$ cat src/rtl/ifetch_prefetch.sv
// Instruction prefetcher: one outstanding bus request feeding an in-order DEPTH-entry buffer.
// Latency: a response is visible at out_* the cycle after it is accepted; a full buffer stalls new requests.
module ifetch_prefetch #(
    parameter int          DEPTH    = 4,
    parameter logic [63:0] RESET_PC = 64'h8000_0000,
    parameter int          INSTR_W  = 32
) (
    input  logic                     clk,
    input  logic                     reset,
    output logic                     ireq_valid,
    output logic [63:0]              ireq_addr,
    input  logic                     iresp_data_ok,
    input  logic [INSTR_W-1:0]       iresp_data,
    input  logic                     redirect_valid,
    input  logic [63:0]              redirect_pc,
    output logic                     out_valid,
    input  logic                     out_ready,
    output logic [INSTR_W-1:0]       out_instr,
    output logic [63:0]              out_pc,
    output logic [$clog2(DEPTH):0]   count
);
    localparam int PW = $clog2(DEPTH);
    localparam int CW = PW + 1;
    localparam logic [CW-1:0] DEPTH_C = CW'(DEPTH);

    typedef enum logic [1:0] {S_IDLE, S_REQ, S_DROP} state_t;

    state_t          state_q;
    logic [63:0]     fetch_pc_q;
    logic [63:0]     ireq_addr_q;
    logic [CW-1:0]   count_q;
    logic [PW-1:0]   rd_ptr_q;
    logic [PW-1:0]   wr_ptr_q;
    logic [63:0]     mem_pc   [DEPTH];
    logic [INSTR_W-1:0] mem_instr [DEPTH];

    logic            pop;
    logic            push;
    logic [CW-1:0]   count_d;
    logic [63:0]     redir_pc;

    always_comb begin
        pop      = out_valid & out_ready;
        push     = (state_q == S_REQ) & iresp_data_ok & ~redirect_valid;
        count_d  = count_q + CW'(push) - CW'(pop);
        redir_pc = {redirect_pc[63:2], 2'b00};
    end

    always_ff @(posedge clk) begin
        if (!reset) begin
            state_q     <= S_IDLE;
            fetch_pc_q  <= RESET_PC;
            ireq_addr_q <= '0;
            count_q     <= '0;
            rd_ptr_q    <= '0;
            wr_ptr_q    <= '0;
        end else begin
            // A redirect flushes the buffer and swallows any same-cycle push or pop.
            if (redirect_valid) begin
                count_q  <= '0;
                rd_ptr_q <= '0;
                wr_ptr_q <= '0;
            end else begin
                count_q <= count_d;
                if (push) wr_ptr_q <= wr_ptr_q + PW'(1);
                if (pop)  rd_ptr_q <= rd_ptr_q + PW'(1);
            end

            case (state_q)
                S_IDLE: begin
                    if (redirect_valid) begin
                        state_q     <= S_REQ;
                        ireq_addr_q <= redir_pc;
                        fetch_pc_q  <= redir_pc;
                    end else if (count_q < DEPTH_C) begin
                        state_q     <= S_REQ;
                        ireq_addr_q <= fetch_pc_q;
                    end
                end
                S_REQ: begin
                    if (redirect_valid) begin
                        fetch_pc_q <= redir_pc;
                        if (iresp_data_ok) begin
                            ireq_addr_q <= redir_pc;
                        end else begin
                            state_q <= S_DROP;
                        end
                    end else if (iresp_data_ok) begin
                        fetch_pc_q <= ireq_addr_q + 64'd4;
                        if (count_d < DEPTH_C) begin
                            ireq_addr_q <= ireq_addr_q + 64'd4;
                        end else begin
                            state_q <= S_IDLE;
                        end
                    end
                end
                S_DROP: begin
                    // The in-flight response belongs to a stale path; reissue once it lands.
                    if (redirect_valid) begin
                        fetch_pc_q <= redir_pc;
                        if (iresp_data_ok) begin
                            state_q     <= S_REQ;
                            ireq_addr_q <= redir_pc;
                        end
                    end else if (iresp_data_ok) begin
                        state_q     <= S_REQ;
                        ireq_addr_q <= fetch_pc_q;
                    end
                end
                default: state_q <= S_IDLE;
            endcase
        end
    end

    always_ff @(posedge clk) begin
        if (reset && push) begin
            mem_pc[wr_ptr_q]    <= ireq_addr_q;
            mem_instr[wr_ptr_q] <= iresp_data;
        end
    end

    assign ireq_valid = (state_q != S_IDLE);
    assign ireq_addr  = ireq_addr_q;
    assign out_valid  = (count_q != '0);
    assign out_instr  = mem_instr[rd_ptr_q];
    assign out_pc     = mem_pc[rd_ptr_q];
    assign count      = count_q;
endmodule

$ cat config.mk
export PLATFORM = sky130hd
export DESIGN_NAME = ifetch_prefetch
export DESIGN_NICKNAME = d
export VERILOG_FILES = /design/src/rtl/ifetch_prefetch.sv
export SDC_FILE = /design/constraint.sdc
export NUM_CORES = 1
export LEC_CHECK = 0
export CORE_AREA = 2 2 217 219
export CTS_BUF_LIST = sky130_fd_sc_hd__clkbuf_2
export CTS_CLUSTER_SIZE = 24
export DETAILED_ROUTE_END_ITERATION = 10
export DIE_AREA = 0 0 219 221
export HOLD_SLACK_MARGIN = 0.12
export PLACE_DENSITY_LB_ADDON = 0.15
export SYNTH_ARGS = -nofsm -noshare
export SYNTH_HDL_FRONTEND = slang
export SYNTH_SLANG_ARGS = --single-unit
$ cat constraint.sdc
create_clock -name clk -period 4.1 [get_ports clk]
set_clock_uncertainty 0.15 [all_clocks]
set_input_delay 0.82 -clock clk [delete_from_list [all_inputs] [get_ports clk]]
set_output_delay 0.82 -clock clk [all_outputs]
set_load 0.1 [all_outputs]
==> summary.md <==
| Metric | Value |
|---|---|
| Share of cells above drive strength 1 | 0.250 |
| Detailed Place HPWL | 45.2 mm |
| Die ar. | 0.0484 mm² |
| Die height | 221 µm |
| GR met2 Demand/Resource | 0.465 |
| Largest family of logic cells by synthesized area | multiplexers |
| Crit path kind | flip-flop to output pin |
| Internal Power | 10200 µW |
| Placed Cells | 2786 |
| Setup crit end kind | output pin |
| Hold Crit Class | input pin to flip-flop |
| First-pass GRT wire length | 111 mm |
| Vias | 19200 |
| Cells after Synth | 1940 |
| Vias per std cell | 6.15 |
| Post-synthesis xor/xnor area fraction | 0.0194 |
| Reg power frac | 0.385 |
| TritonCTS clock tree | built |
| Drc violations | 0 |
| Clock Power Share | 0.195 |
| Die W | 219 µm |
| Warnings, synthesis | 0 |
| Status | finished, final reports clean |
| H-tree Lvls | 4 |
| Synth Area in Adders | 0.00703 |
| Logic pwr share | 0.420 |
| Worst slack, placed | -243 ps |
| Yosys cell types | 70 |
| Avg Inst Size Synth | 12.5 µm² |
| Max Cap Viol | 0 |
| Post-route ant nets | 0 |
| CP max stage delay | 1150 ps |
| Nets@finish | 2533 |
| Yosys reg bits | 523 |
| CTS Sinks | 523 |
| Switch share | 0.447 |
| Worst Slack Setup Final | 168 ps |
| Number of flops mapped to enable cells by yosys | 384 |
| Skew-Pair Late Insertion Delay | 1280 ps |
| Drt first pass iters | 6 |
| DR iter-0 viols | 1764 |
| P&R area growth vs syn | 25.0% |
| Overflow left after global routing | 0 |
| Max Fanout on Critical Path | 10 |
| DR WL/cell | 23.0 µm |
| Total power | 18400 µW |
| GRT met1 Usage | 0.409 |
| Non-filler instance count after layout | 3124 |
| Crit path DAT | 2960 ps |
| Total track usage | 0.299 |
| TritonCTS buffer count | 140 |
| Clk root buf | clkbuf_2 |
| Starting Density | 0.526 |
| CTS max path bufs | 3 |
| Max-slew violations | 0 |
| Met3 Track Usage GR | 0.0694 |
| NetSw | 8220 µW |
| Hold Vio Cnt, Final | 0 |
| Cell area after layout | 0.0303 mm² |
| Worst Path Buf+Inv | 2 |
| Ys flop type | edfxtp_1 |
| RePlAce Congestion | 0.951 |
| Worst rel slew slack | 0.292 |
| Worst slew pin tran | 1060 ps |
| Core outline area | 0.0461 mm² |
| Startpoint Class | flip-flop |
| CP max-delay cell | clkdlybuf4s50_1 |
| Most frequent cells in the layout | edfxtp_1, buf_4, clkbuf_2 |
| RSZ-0062 raised after global routing | no |
| Tcrit/Tclk final | 0.959 |
| Leak | 0.0110 µW |
| Input/output buffers | 263 |
| Fin util | 0.657 |
| Synthesized area | 0.0242 mm² |
| Simple-gate area share of the yosys netlist | 0.108 |
| Fmax | 254 MHz |
| Largest net degree at the start of global routing | 77 |
| Cell Chain, Critical Path | buf_4, clkdlybuf4s50_1 |
| Grt peak-use layer | met2 |
| Mux contribution to synthesized area | 0.126 |
| Vias in the first global route | 19500 |
| Clock Pin Slew Worst Setup and Hold Paths | 90 ps |
| Syn nets | 2054 |
| Dpl cell area | 0.0280 mm² |
| Final wirelength | 71.7 mm |
| Period minus WS final | 3930 ps |
| Number of top-level pins | 266 |
| Initial antenna violation count | 2 |
| Leading cell type in the layout, fill and taps excluded | edfxtp_1 |
| Delay-heaviest family, CP | buffers and inverters |
| PD cells | 608 mW/mm² |
| Register area share after synthesis | 0.591 |
| Async SR Flop Fraction | 0 |
| Max IR drop VDD | 0.496 mV |
| Synth Area in Compound Gates | 0.118 |
| WP data required | 3130 ps |
| Final Setup Violations | 0 |
| Number of placement rows | 79 |
## power groups by stage
stage | clock [µW] | sequential [µW] | combinational, µW
floorplan | 0 | 8980 | 3380
global placement | 0 | 7150 | 7480
detailed placement | 0 | 7190 | 7610
CTS | 3690 | 7070 | 7640
global route | 3970 | 7160 | 8160
finish | 3580 | 7090 | 7730
## path summary, 6_finish.rpt
| kind | startpoint | end | slack [ps] | cells past startpoint |
|---|---|---|---|---|
| hold / removal | redirect_pc[49] | fetch_pc_q[49] | 280 | 4 |
| setup / recovery | ireq_addr[23] | ireq_addr[23] | 170 | 2 |
| hold reg to reg | fetch_pc_q[0] | fetch_pc_q[0] | 310 | 2 |
| setup reg to reg | state_q[1] | state_q[1] | 250 | 15 |
## logic make-up (layout without fill, tap and decap cells)
family                     after synthesis  count (layout)
adders and majority gates               13              13
muxes                                  182             182
xor gates and xnor gates                52              52
buffers and inverters                  192             768
other                                    0               1
AOI/OAI and AO/OA                      442             442
and+or+nand+nor                        536             536
DFF                                    523             523
## synth_stat cells, types with 10 or more instances
library cell / number / share of area
a2111oi_0: 21 / 0.0076
a211oi_1: 27 / 0.0084
a21oi_1: 122 / 0.025
a221oi_1: 11 / 0.0040
a22oi_1: 12 / 0.0037
and2_1: 12 / 0.0031
and3_1: 23 / 0.0059
buf_1: 30 / 0.0047
clkbuf_1: 123 / 0.019
dfxtp_1: 139 / 0.11
edfxtp_1: 384 / 0.48
ha_1: 12 / 0.0062
inv_1: 26 / 0.0040
mux2_2: 15 / 0.0070
mux2i_1: 71 / 0.029
mux4_2: 96 / 0.089
nand2_1: 134 / 0.021
nand3_1: 59 / 0.012
nand4_1: 31 / 0.0080
nor2_1: 135 / 0.021
nor2b_1: 18 / 0.0047
nor3_1: 44 / 0.0091
nor4_1: 25 / 0.0065
o211ai_1: 15 / 0.0047
o21a_1: 11 / 0.0034
o21ai_0: 103 / 0.021
o221ai_1: 17 / 0.0061
o22ai_1: 14 / 0.0036
o31ai_1: 14 / 0.0043
or3_1: 10 / 0.0026
or4_1: 11 / 0.0034
xnor2_1: 25 / 0.0090
xor2_1: 26 / 0.0094
## through the flow
step                hold slack (ps)  TNS (ps)
floorplan                       276         0
global placement                286     -1660
detailed placement              292     -3100
CTS                             121         0
global route                    186         0
finish                          283         0
## layout make-up
class                           count  area [µm²]
Fill cell                        3650       15800
Clock inverter                     27         160
Inverter                           27         101
Timing Repair Buffer              502        4630
Tap cell                          607         759
Multi-Input combinational cell   1225        9230
Clock buffer                      212        1060
Antenna cell                        1        2.50
Sequential cell                   523       14300
## worst min-delay path, stage by stage
cell	delay, ps
clkdlybuf4s50_1	450
and3_1	170
a21oi_1	110
o22ai_1	80
## layer usage
layer  up-vias  part of all wire
met5         -           0.00018
li1       8578                 -
met2       993              0.47
met3       153             0.088
met1      9476              0.41
met4         2             0.028
## sequential cells by signal (all words and copies together), names as in the netlist, named ones only
register and count:
mem_instr 128, state_q 2, count 3, rd_ptr_q 2, ireq_addr 64, mem_pc 256, fetch_pc_q 64, wr_ptr_q 2
## timing repair
| action | in CTS | in global routing |
|---|---|---|
| gates resized for setup | 27 | 5 |
| gates cloned | 2 | 0 |
| endpoints found under the hold margin | 232 | 0 |
| buffers inserted | 3 | 0 |
| setup endpoints to repair | 99 | 11 |
| hold buffers | 93 | 0 |
Power figures use the tool's default switching activity.
